--- src/rtl/fetch_sequencer_if.sv ---
// Fetch sequencer bus: PC/NPC exchange, imem req/ack port and downstream valid/ready port.
interface fetch_sequencer_if;
  localparam int unsigned XLEN = 32;

  logic [XLEN-1:0] pc;
  logic [XLEN-1:0] npc_in;
  logic            redirect;
  logic            imem_req;
  logic [XLEN-1:0] imem_addr;
  logic            imem_ack;
  logic [XLEN-1:0] imem_rdata;
  logic            inst_valid;
  logic            inst_ready;
  logic [XLEN-1:0] inst;
  logic [XLEN-1:0] inst_pc;
  logic            fetch_err;

  // Sequencer side
  modport master (
    output pc, imem_req, imem_addr, inst_valid, inst, inst_pc, fetch_err,
    input  npc_in, redirect, imem_ack, imem_rdata, inst_ready
  );

  // Core/memory side
  modport slave (
    input  pc, imem_req, imem_addr, inst_valid, inst, inst_pc, fetch_err,
    output npc_in, redirect, imem_ack, imem_rdata, inst_ready
  );
endinterface

--- src/rtl/fetch_sequencer.sv ---
// Fetch sequencer: owns the architectural PC, runs the imem req/ack handshake and
// presents fetched words downstream with valid/ready.
// Optional feature: define DELAY_SLOT_EN to defer redirects past one delay-slot instruction.
module fetch_sequencer #(
  parameter logic [31:0] RESET_PC    = 32'h0000_3000,
  parameter int unsigned ACK_TIMEOUT = 16
) (
  input  logic             clk,
  input  logic             rst,
  fetch_sequencer_if.master bus
);

  localparam int unsigned XLEN  = 32;
  localparam int unsigned CNT_W = (ACK_TIMEOUT > 2) ? $clog2(ACK_TIMEOUT) : 1;

  typedef enum logic [1:0] {IDLE, FETCH, HOLD, KILL} state_t;

  state_t          state_q, state_n;
  logic [XLEN-1:0] pc_q, pc_n;
  logic [XLEN-1:0] addr_q, addr_n;
  logic            req_q, req_n;
  logic            valid_q, valid_n;
  logic [XLEN-1:0] inst_q, inst_n;
  logic [XLEN-1:0] ipc_q, ipc_n;
  logic            err_q, err_n;
  logic [CNT_W-1:0] wcnt_q, wcnt_n;

  logic [XLEN-1:0] tgt;
  logic [XLEN-1:0] pc_inc;
  logic [XLEN-1:0] accept_pc;
  logic            rd_now;

`ifdef DELAY_SLOT_EN
  logic            pend_vld_q, pend_vld_n;
  logic            pend_skip_q, pend_skip_n;
  logic [XLEN-1:0] pend_tgt_q, pend_tgt_n;
`endif

  assign bus.pc         = pc_q;
  assign bus.imem_req   = req_q;
  assign bus.imem_addr  = addr_q;
  assign bus.inst_valid = valid_q;
  assign bus.inst       = inst_q;
  assign bus.inst_pc    = ipc_q;
  assign bus.fetch_err  = err_q;

  // State register
  always_ff @(posedge clk) begin
    if (rst) state_q <= IDLE;
    else     state_q <= state_n;
  end

  // Next-state and next-value logic for every registered output
  always_comb begin
    state_n = state_q;
    pc_n    = pc_q;
    addr_n  = addr_q;
    valid_n = valid_q;
    inst_n  = inst_q;
    ipc_n   = ipc_q;
    err_n   = err_q;
    wcnt_n  = '0;
    tgt     = {bus.npc_in[XLEN-1:2], 2'b00};
    pc_inc  = pc_q + XLEN'(4);
`ifdef DELAY_SLOT_EN
    pend_vld_n  = pend_vld_q;
    pend_skip_n = pend_skip_q;
    pend_tgt_n  = pend_tgt_q;
    rd_now      = 1'b0;
    // The pending target replaces pc+4 only when the delay slot itself is accepted
    accept_pc   = (pend_vld_q && !pend_skip_q) ? pend_tgt_q : pc_inc;
`else
    rd_now      = bus.redirect;
    accept_pc   = pc_inc;
`endif

    case (state_q)
      IDLE: begin
        if (rd_now) pc_n = tgt;
        addr_n  = rd_now ? tgt : pc_q;
        state_n = FETCH;
      end
      FETCH: begin
        if (bus.imem_ack) begin
          if (rd_now) begin
            pc_n   = tgt;
            addr_n = tgt;
          end else begin
            inst_n  = bus.imem_rdata;
            ipc_n   = addr_q;
            valid_n = 1'b1;
            state_n = HOLD;
          end
        end else if (rd_now) begin
          pc_n    = tgt;
          state_n = KILL;
        end
      end
      HOLD: begin
        if (rd_now) begin
          pc_n    = tgt;
          valid_n = 1'b0;
          addr_n  = tgt;
          state_n = FETCH;
        end else if (bus.inst_ready) begin
          pc_n    = accept_pc;
          valid_n = 1'b0;
          addr_n  = accept_pc;
          state_n = FETCH;
        end
      end
      KILL: begin
        // A redirect coinciding with the ack retargets the follow-up fetch directly
        if (rd_now) pc_n = tgt;
        if (bus.imem_ack) begin
          addr_n  = pc_n;
          state_n = FETCH;
        end
      end
      default: state_n = IDLE;
    endcase

`ifdef DELAY_SLOT_EN
    // Consume the pending redirect first, then latch any new one
    if (state_q == HOLD && bus.inst_ready && pend_vld_q) begin
      if (pend_skip_q) pend_skip_n = 1'b0;
      else             pend_vld_n  = 1'b0;
    end
    if (bus.redirect) begin
      pend_tgt_n = tgt;
      if (!pend_vld_n) begin
        pend_vld_n  = 1'b1;
        // Redirect seen while the transfer itself is still held: skip its own acceptance
        pend_skip_n = (state_q == HOLD) && !bus.inst_ready;
      end
    end
`endif

    // Ack timeout: count request cycles without ack, saturate, raise sticky error
    if ((state_q == FETCH || state_q == KILL) && !bus.imem_ack) begin
      if (wcnt_q == CNT_W'(ACK_TIMEOUT - 1)) begin
        err_n  = 1'b1;
        wcnt_n = wcnt_q;
      end else begin
        wcnt_n = wcnt_q + CNT_W'(1);
      end
    end

    req_n = (state_n == FETCH) || (state_n == KILL);
  end

  // Datapath and output registers
  always_ff @(posedge clk) begin
    if (rst) begin
      pc_q    <= RESET_PC;
      addr_q  <= '0;
      req_q   <= 1'b0;
      valid_q <= 1'b0;
      inst_q  <= '0;
      ipc_q   <= '0;
      err_q   <= 1'b0;
      wcnt_q  <= '0;
`ifdef DELAY_SLOT_EN
      pend_vld_q  <= 1'b0;
      pend_skip_q <= 1'b0;
      pend_tgt_q  <= '0;
`endif
    end else begin
      pc_q    <= pc_n;
      addr_q  <= addr_n;
      req_q   <= req_n;
      valid_q <= valid_n;
      inst_q  <= inst_n;
      ipc_q   <= ipc_n;
      err_q   <= err_n;
      wcnt_q  <= wcnt_n;
`ifdef DELAY_SLOT_EN
      pend_vld_q  <= pend_vld_n;
      pend_skip_q <= pend_skip_n;
      pend_tgt_q  <= pend_tgt_n;
`endif
    end
  end

endmodule

--- src/flat_wrapper.sv ---
// flat-port wrapper written by rule: the top's interface ports become plain ports
module fetch_sequencer_flat 
#(
  parameter logic [31:0] RESET_PC    = 32'h0000_3000,
  parameter int unsigned ACK_TIMEOUT = 16
)
  (clk, rst, bus_pc, bus_imem_req, bus_imem_addr, bus_inst_valid, bus_inst, bus_inst_pc, bus_fetch_err, bus_npc_in, bus_redirect, bus_imem_ack, bus_imem_rdata, bus_inst_ready);
  fetch_sequencer_if bus_i ();
  input  logic clk;
  input  logic rst;
  output wire logic [$bits(bus_i.pc)-1:0] bus_pc;
  output wire logic [$bits(bus_i.imem_req)-1:0] bus_imem_req;
  output wire logic [$bits(bus_i.imem_addr)-1:0] bus_imem_addr;
  output wire logic [$bits(bus_i.inst_valid)-1:0] bus_inst_valid;
  output wire logic [$bits(bus_i.inst)-1:0] bus_inst;
  output wire logic [$bits(bus_i.inst_pc)-1:0] bus_inst_pc;
  output wire logic [$bits(bus_i.fetch_err)-1:0] bus_fetch_err;
  input wire logic [$bits(bus_i.npc_in)-1:0] bus_npc_in;
  input wire logic [$bits(bus_i.redirect)-1:0] bus_redirect;
  input wire logic [$bits(bus_i.imem_ack)-1:0] bus_imem_ack;
  input wire logic [$bits(bus_i.imem_rdata)-1:0] bus_imem_rdata;
  input wire logic [$bits(bus_i.inst_ready)-1:0] bus_inst_ready;
  assign bus_pc = bus_i.pc;
  assign bus_imem_req = bus_i.imem_req;
  assign bus_imem_addr = bus_i.imem_addr;
  assign bus_inst_valid = bus_i.inst_valid;
  assign bus_inst = bus_i.inst;
  assign bus_inst_pc = bus_i.inst_pc;
  assign bus_fetch_err = bus_i.fetch_err;
  assign bus_i.npc_in = bus_npc_in;
  assign bus_i.redirect = bus_redirect;
  assign bus_i.imem_ack = bus_imem_ack;
  assign bus_i.imem_rdata = bus_imem_rdata;
  assign bus_i.inst_ready = bus_inst_ready;
  fetch_sequencer #(.RESET_PC(RESET_PC), .ACK_TIMEOUT(ACK_TIMEOUT)) u_core (.clk(clk), .rst(rst), .bus(bus_i));
endmodule
--- config.mk ---
export PLATFORM = sky130hd
export DESIGN_NAME = fetch_sequencer_flat
export DESIGN_NICKNAME = d
export VERILOG_FILES = /design/src/rtl/fetch_sequencer_if.sv /design/src/rtl/fetch_sequencer.sv /design/src/flat_wrapper.sv
export SDC_FILE = /design/constraint.sdc
export NUM_CORES = 1
export LEC_CHECK = 0
export BUFFER_PORTS_ARGS = -buffer_cell sky130_fd_sc_hd__clkbuf_2
export CAP_MARGIN = 20
export CORE_ASPECT_RATIO = 0.5
export CORE_MARGIN = 2
export CORE_UTILIZATION = 35
export CTS_BUF_LIST = sky130_fd_sc_hd__clkbuf_4
export DETAILED_ROUTE_END_ITERATION = 16
export PLACE_DENSITY_LB_ADDON = 0.3
export SETUP_SLACK_MARGIN = 0.5
export SLEW_MARGIN = 20
export SYNTH_ARGS = -nofsm -noshare
export SYNTH_HDL_FRONTEND = slang
export SYNTH_SLANG_ARGS = --single-unit
--- constraint.sdc ---
create_clock -name clk -period 3.5 [get_ports clk]
set_input_delay 0 -clock clk [delete_from_list [all_inputs] [get_ports clk]]
set_output_delay 0 -clock clk [all_outputs]
set_load 0.02 [all_outputs]
Word-level counts from Yosys, hierarchy flattened --
Index checks and enable logic that the tools add are counted. Widths: inputs -> output; s select.
Word-level totals: bits in registers 137, bits of input ports 69
Cells by class: add/sub/neg operators 2, eq/ne operators 11, muxes and demuxes 20, bitwise operators 2, reduce and logical (&&, ||, !) cells 12
Operators with widths (count):
- $mux 32 | 6
- $pmux 32 s4 | 1
- $pmux 32 s2 | 1
- $add 32x3->32 const B | 1
- $mux 2 | 6
- $ne 2x2->1 const B | 4
- $pmux 2 s4 | 1
- $reduce_and 4->1 | 2
- $eq 2x2->1 const B | 3
- $add 4x1->4 const B | 1
- $eq 2x1->1 const B | 2
- $eq 4x4->1 const B | 1
- $mux 1 | 4
- $ne 3x3->1 const B | 1
- $reduce_and 3->1 | 1
- $reduce_or 3->1 | 1
- $logic_not 2->1 | 1
- $logic_or 1x1->1 | 2
- $not 1->1 | 2
- $pmux 1 s2 | 1
- $reduce_and 2->1 | 1
- $reduce_bool 2->1 | 1
- $reduce_or 2->1 | 1
- $logic_and 1x1->1 | 1
- $logic_not 1->1 | 1

Longest topological paths before layout --
Gate-level depths: netlist of run 1.
word-level depth 5, gate-level depth with buffers 11, depth with buffers taken out 7

Worst setup path after synthesis of run 1 --
OpenSTA, ideal clock, no wires.
path kind flip-flop to flip-flop, start point register u_core.bus.imem_req (netlist name), end point register u_core.addr_q[25] (netlist: u_core.bus.imem_addr[25]), arrival time 2.349 ns, setup slack 1.056 ns, cell stages (with the launch flop) 10, clock period less this slack 2.444 ns, cell sequence dfxtp_1 -> inv_1 -> ha_1 -> buf_2 -> nor2b_1 -> clkbuf_1 -> o21ai_1 -> nand2_1 -> or4_1 -> a221oi_1
RTL lines:
- end signal: assignment | RTL line fetch_sequencer.sv:170 | addr_q <= addr_n;
- end: declaration | RTL line fetch_sequencer.sv:20 | logic [XLEN-1:0] addr_q, addr_n;

==> reports/qor.log, run 1 <==
[status] outcome finished, final reports clean
[layout] final antenna diode count 0
[yosys] share of the synthesized area in the top cell type 38.46%
[power_and_ir_drop] total chip power 3.668 mW
[run] max-capacitance violation count 0
[worst_hold_path] class of the worst hold path in2reg
[worst_setup_path] maximum net fanout on the critical path 9
[route] DRT iter0 DRCs 989
[clocking] maximum buffer depth of the clock tree 2
[placement] routability cong. 0.9266
[route] number of detailed-routing iterations run before antenna repair 6
[yosys] commonest cells in the synthesized netlist sky130_fd_sc_hd__nand2_1 (194), sky130_fd_sc_hd__dfxtp_1 (136), sky130_fd_sc_hd__a21oi_1 (91), sky130_fd_sc_hd__nor2_1 (80), sky130_fd_sc_hd__clkbuf_1 (55)
[timing] Fin. Hold Viols 0
[route] wire length per cell 18.59 um
[layout] final net count 1,267
[worst_setup_path] most numerous cell on the critical path sky130_fd_sc_hd__buf_4
[clocking] number of buffers inserted by post-CTS setup repair 0
[power_and_ir_drop] IR drop worst, VDD 0.2062 mV
[yosys] number of nets in the synthesized netlist 1,014
[yosys] fraction of registers with async set/reset 0%
[timing] unrepaired setup endpoints after global routing no
[worst_hold_path] startpoint of the lowest-slack hold path bus_inst_ready
[power_and_ir_drop] leakage power figure 3.888 nW
[worst_setup_path] Reg2Reg Launch Point u_core.bus.imem_req
[timing] final setup fails 0
[timing] final worst path period share 79.79%
[route] number of remaining DRC errors 0
[yosys] Mapped Avg Cell Area 7.539 um^2
[timing] crit path setup slack, layout 0.7074 ns
[clocking] total number of clock tree sinks 136
[worst_hold_path] endpoint of the worst hold-timing path u_core.bus.pc[23]
[timing] worst relative slew slack 39.75%
[route] routed vias 8,227
[route] ratio of routed vias to standard cells 5.593
[worst_setup_path] slack of the worst reg-to-reg path 0.71 ns
[layout] post-route non-filler standard cell count 1,471
[timing] shortest period the worst path allows 2.793 ns
[layout] post-route core utilization 48.41%
[global_routing] antenna violations before repair 0
[global_routing] wire length of the first global-routing pass 41,370 um
[yosys] number of cells produced by synthesis 939
[clocking] CTS Buf Count 17
[floorplan] core outline area 19,640 um^2
[global_routing] remaining global-route overflow 0
[worst_setup_path] Cell Chain, Critical Path inv_1 -> ha_1 -> buf_4 -> and2_1 -> buf_4 -> nor2_1 -> a221oi_1 -> o21ai_0 -> dlygate4sd3_1
[clocking] clock-pin slew reported for the worst setup and hold paths after clock tree synthesis 0.14 ns
[placement] pre-CTS setup slack 0.9987 ns
[floorplan] initial core utilization 36.05%
[timing] Slew @ Worst Pin 0.9037 ns
[timing] skew final 0.02498 ns
[worst_setup_path] delay of the slowest cell on the worst path 0.58 ns
[yosys] number of enable flip-flop cells after synthesis 0
[clocking] clk root buf sky130_fd_sc_hd__clkbuf_4
[timing] summed negative setup slack over all endpoints 0 ns
[floorplan] Die X-Extent 205.1 um
[worst_setup_path] destination of the worst register-to-register timing path u_core.bus.pc[13]
[worst_setup_path] depth of the worst register-to-register path 9
[placement] dpl hpwl 18,590 um
[clocking] H-Tree Depth 4
[global_routing] number of global-route vias before repair 7,473
[yosys] biggest area consumer among synthesized cells sky130_fd_sc_hd__dfxtp_1
[worst_setup_path] CP startpoint kind register
[yosys] primary flip-flop cell chosen by synthesis mapping sky130_fd_sc_hd__dfxtp_1
[placement] Inst Count DP 1,342
[yosys] count of state elements after synthesis 136
[worst_hold_path] Hold Path Stages 4
[floorplan] Row Count 36
[timing] fmax 358.1 MHz
[clocking] clock tree from TritonCTS yes
[floorplan] number of I/O pins 200
[global_routing] largest net degree at the start of global routing 65
[worst_setup_path] WP data arrival 3.24 ns
[worst_setup_path] CP required 3.94 ns
[worst_setup_path] worst-path cell with the longest stage delay sky130_fd_sc_hd__dlygate4sd3_1
[route] Antenna Violating Nets Remaining 0
[yosys] area of the mapped netlist 7079 um^2
[yosys] Yosys warning total 0
[layout] post-synthesis to final-layout area growth 34.31%
[clocking] quantity of hold-fixing buffers added after cts 97
[route] post-detailed-routing wire length 27,350 um
[yosys] leading post-synthesis cells by cell area sky130_fd_sc_hd__dfxtp_1 (38%), sky130_fd_sc_hd__nand2_1 (10%), sky130_fd_sc_hd__a21oi_1 (6.4%)
[timing] number of max-slew violations in the final report 0
[layout] final design area excluding fillers 9508 um^2
[clocking] Skew-Pair Late Insertion Delay 0.56 ns
[layout] fraction of final layout cells with drive strength greater than 1 22.24%
[placement] I/O Buffers 197
[power_and_ir_drop] power density over the cells 385.7 nW/um^2
[global_routing] GRT Util Overall 24.86%
[timing] WHS 0.06117 ns
[floorplan] floorplan die height 104.6 um
[placement] Placed Area 8229 um^2
[yosys] post-synth cell types 68
[worst_setup_path] category of the critical setup timing path reg2reg
[floorplan] Die Outline Area 21,450 um^2
[worst_setup_path] CP endpoint kind register
[layout] fill cell total of the finished layout 1,946
[clocking] quantity of gates resized following cts 0
[yosys] library cell with the highest instance count after synthesis sky130_fd_sc_hd__nand2_1
[yosys] proportion of synthesized chip area in sequential cells 38.46%
[sequential cells by signal, indices dropped and copies added, names as in the netlist]
name,cells
u_core.wcnt_q,4
u_core.bus.imem_addr,32
u_core.bus.fetch_err,1
u_core.bus.inst,32
u_core.bus.inst_pc,32
u_core.bus.pc,32
u_core.state_q,1
u_core.bus.imem_req,1
u_core.bus.inst_valid,1
[cell families (layout without fill, tap and decap cells)]
group	Yosys count	after routing	synth area share [%]
XOR/XNOR	19	19	2.351
AND/OR/NAND/NOR	406	406	26.07
buffers and inverters	96	362	5.797
multiplexers	20	20	2.845
adder cells (fa/ha/maj)	6	6	1.060
flip-flops	136	136	38.46
AO/OA/AOI/OAI	256	256	23.42
[placed cells by master (no fill, tap or decap), drive strengths merged, types with 5 or more instances in the layout]
cell type	Yosys	routed
a2111oi	7	7
a211oi	14	14
a21oi	91	91
a221oi	11	11
a22oi	5	5
a311oi	8	8
a31oi	9	9
and2	7	7
and3	9	9
and4	6	6
buf	26	22
clkbuf	55	213
dfxtp	136	136
dlygate4sd3	0	97
ha	6	6
inv	15	24
mux2i	19	19
nand2	194	194
nand2b	10	10
nand3	22	22
nand4	12	12
nor2	80	80
nor2b	6	6
nor3	26	26
nor4	20	20
o211ai	7	7
o21a	8	8
o21ai	45	45
o22ai	5	5
xnor2	12	12
xor2	7	7
[area by class of cell]
type                       count  area, um^2  area share, %
inverter                      15       56.30         0.5922
sequential                   136        2723          28.64
clock inverter                15       180.2          1.895
multi-input combinational    707        3959          41.64
timing repair buffer         315        2130          22.40
clock buffer                  17       127.6          1.342
tap                          266       332.8          3.500
[power by group]
group	leakage, nW	switching, mW	total (mW)	internal, mW
Clock	0.158	0.699	1.15	0.454
Combinational	2.62	0.464	0.763	0.299
Sequential	1.11	0.123	1.75	1.63
Total	3.89	1.29	3.67	2.38
[critical path: cells and delay by family (launching register included)]
family,cells,cell delay [ns]
buffers and inverters,4,1.18
AO/OA/AOI/OAI,2,0.41
flip-flops,1,0.38
adder cells (fa/ha/maj),1,0.36
AND/OR/NAND/NOR,2,0.35
[how the worst max path moves through the flow]
stage | start | to | slack, ns
floorplan | u_core.bus.imem_req | u_core.bus.imem_addr[25] | 1.06
global placement | u_core.bus.pc[2] | u_core.bus.imem_addr[16] | 1.03
detailed placement | u_core.bus.pc[2] | u_core.bus.imem_addr[16] | 1.0
CTS | u_core.bus.imem_req | u_core.bus.pc[13] | 0.76
global route | u_core.bus.imem_req | u_core.bus.pc[13] | 0.53
finish | u_core.bus.imem_req | u_core.bus.pc[13] | 0.71
[per-layer routing]
metal	GRT usage, %	wire (um)	part of all wire (%)	up-vias
met5	0	0	0	-
met4	6.732	572	2.1	0
met3	4.991	2642	9.7	47
met2	38.15	12010	44	448
met1	35.29	12120	44	3867
li1	-	-	-	3865
(Power assumes the default switching activity.)
==> run 2: changes to the inputs <==
==> constraint.sdc (replaced) <==
create_clock -name clk -period 2.4 [get_ports clk]
set_input_delay 0 -clock clk [delete_from_list [all_inputs] [get_ports clk]]
set_output_delay 0 -clock clk [all_outputs]
set_load 0.02 [all_outputs]
==> run 2 against run 1 <==
Total power up 49%; routed wire length up 7.1%; clock power up 38%; critical path depth down 2; maximum frequency up 43%; largest cell class unchanged; first-iteration DRC count up 9.9%; sequential power up 45%.
==> reports/qor.log, run 2 (same netlist as run 1, synthesis figures left out) <==
[status] outcome finished, final reports clean
[placement] I/O Buffers 197
[floorplan] initial core utilization 36.05%
[timing] WHS 0.1730 ns
[route] wire length per cell 19.50 um
[worst_setup_path] maximum net fanout on the critical path 8
[route] number of detailed-routing iterations run before antenna repair 6
[worst_setup_path] CP required 2.92 ns
[power_and_ir_drop] IR drop worst, VDD 0.2337 mV
[global_routing] number of global-route vias before repair 7,430
[floorplan] floorplan die height 104.6 um
[timing] number of max-slew violations in the final report 0
[worst_setup_path] WP data arrival 2.47 ns
[clocking] clk root buf sky130_fd_sc_hd__clkbuf_4
[floorplan] Row Count 36
[power_and_ir_drop] fraction of power consumed by the clock network 29.0%
[clocking] Skew-Pair Late Insertion Delay 0.60 ns
[floorplan] number of I/O pins 200
[placement] pre-CTS setup slack 0.1614 ns
[power_and_ir_drop] Switching Power 1.982 mW
[worst_setup_path] CP endpoint kind register
[placement] routability cong. 0.9162
[clocking] CTS Buf Count 17
[timing] skew final 0.03007 ns
[run] max-capacitance violation count 0
[layout] post-route core utilization 52.10%
[global_routing] GRT Util Overall 25.89%
[layout] post-synthesis to final-layout area growth 44.52%
[timing] summed negative setup slack over all endpoints 0 ns
[placement] Inst Count DP 1,368
[layout] leading cell types in the layout, fill and taps excluded sky130_fd_sc_hd__clkbuf_2 (196), sky130_fd_sc_hd__nand2_1 (188), sky130_fd_sc_hd__dfxtp_1 (112)
[worst_setup_path] category of the critical setup timing path reg2reg
[worst_setup_path] delay of the slowest cell on the worst path 0.44 ns
[worst_hold_path] class of the worst hold path in2reg
[placement] Placed Area 8526 um^2
[layout] final net count 1,297
[timing] Fin. Hold Viols 0
[route] routed vias 8,426
[power_and_ir_drop] switching fraction of total power 36.20%
[worst_setup_path] Cell Chain, Critical Path inv_6 -> ha_4 -> nor2b_4 -> o21ai_4 -> nand2_8 -> or4_4 -> a221oi_2
[placement] dpl hpwl 19,630 um
[power_and_ir_drop] power density over the cells 535.2 nW/um^2
[timing] Slew @ Worst Pin 0.5171 ns
[worst_setup_path] slack of the worst reg-to-reg path 0.45 ns
[clocking] maximum buffer depth of the clock tree 2
[timing] final setup fails 0
[timing] crit path setup slack, layout 0.4497 ns
[clocking] clock-pin slew reported for the worst setup and hold paths after clock tree synthesis 0.14 ns
[timing] shortest period the worst path allows 1.950 ns
[timing] worst relative slew slack 65.53%
[power_and_ir_drop] total chip power 5.476 mW
[timing] final worst path period share 81.26%
[floorplan] core outline area 19,640 um^2
[global_routing] largest net degree at the start of global routing 65
[layout] post-route non-filler standard cell count 1,502
[worst_setup_path] family with the most delay on the worst path simple AND/OR/NAND/NOR gates
[worst_setup_path] worst-path cell with the longest stage delay sky130_fd_sc_hd__or4_4
[clocking] H-Tree Depth 4
[global_routing] antenna violations before repair 1
[global_routing] wire length of the first global-routing pass 42,750 um
[timing] fmax 512.7 MHz
[floorplan] Die X-Extent 205.1 um
[timing] unrepaired setup endpoints after global routing yes
[layout] fill cell total of the finished layout 1,812
[power_and_ir_drop] Pint 3.494 mW
[worst_setup_path] worst path bufs/invs 1
[power_and_ir_drop] leakage power figure 4.102 nW
[layout] fraction of final layout cells with drive strength greater than 1 32.96%
[worst_setup_path] CP startpoint kind register
[global_routing] remaining global-route overflow 0
[layout] final design area excluding fillers 10,230 um^2
[route] ratio of routed vias to standard cells 5.610
[route] post-detailed-routing wire length 29,290 um
[clocking] total number of clock tree sinks 136
[power_and_ir_drop] combinational fraction of design power 24.5%
[route] number of remaining DRC errors 0
[layout] most common library cell in the layout ignoring fill and taps sky130_fd_sc_hd__clkbuf_2
[clocking] clock tree from TritonCTS yes
[route] DRT iter0 DRCs 1,087
[power_and_ir_drop] sequential share of power 46.5%
[route] Antenna Violating Nets Remaining 0
[floorplan] Die Outline Area 21,450 um^2
==> run 2: cell types whose count changed in the layout (fill, tap and decap cells not counted), sizes merged <==
| cell | previous run | this run |
|---|---|---|
| dlygate4sd3 | 97 | 66 |
| clkbuf | 213 | 216 |
| clkinvlp | 3 | 5 |
| diode | 0 | 1 |
| bufinv | 2 | 1 |
| buf | 22 | 81 |
| clkinv | 1 | 2 |
| inv | 24 | 21 |
==> run 2: power groups by stage <==
stage,registers (mW),clock network [mW],logic (mW)
floorplan,2.66,0,0.531
global placement,2.59,0,1.03
detailed placement,2.59,0,1.05
CTS,2.54,1.60,1.19
global route,2.56,1.72,1.43
finish,2.54,1.59,1.34
==> run 2: worst paths after layout <==
path / startpoint / endpoint / depth (start not counted)
max: u_core.bus.imem_req / u_core.bus.imem_addr[25] / 7
min: bus_imem_rdata[30] / u_core.bus.inst[30] / 4
max reg2reg: u_core.bus.imem_req / u_core.bus.imem_addr[25] / 7
min reg2reg: u_core.bus.inst_pc[0] / u_core.bus.inst_pc[0] / 2
==> run 2: tightest hold or removal path, delay by kind of cell <==
kind / cells / cell delay, ns
AOI/OAI and AO/OA: 1 / 0.05
and+or+nand+nor: 1 / 0.05
buffers and inverters: 2 / 0.63
==> run 2: area by class of cell <==
class                      count  area, um^2  area share [%]
antenna                        1       2.502         0.02446
timing repair buffer         345        2437           23.82
inverter                      15       65.06          0.6359
clock buffer                  18       135.1           1.321
clock inverter                14       137.6           1.345
tap                          266       332.8           3.253
sequential                   136        2793           27.30
multi-input combinational    707        4328           42.30
==> run 2: metal layers <==
layer,part of all wire (%),vias to the layer above,wire length (um),GRT usage [%]
met5,0,-,0,0
met4,2.9,0,854,9.404
met3,11,75,3112,6.987
met2,44,464,12800,39.09
met1,43,3954,12520,35.25
li1,-,3933,-,-
==> run 2: timing repair <==
action,4_1_cts,5_1_grt
hold endpoints to repair,94,0
hold buffers,66,0
resized for setup,46,76
pin swaps,7,25
gates cloned,1,2
buffers inserted,11,21
setup endpoints to repair,53,86
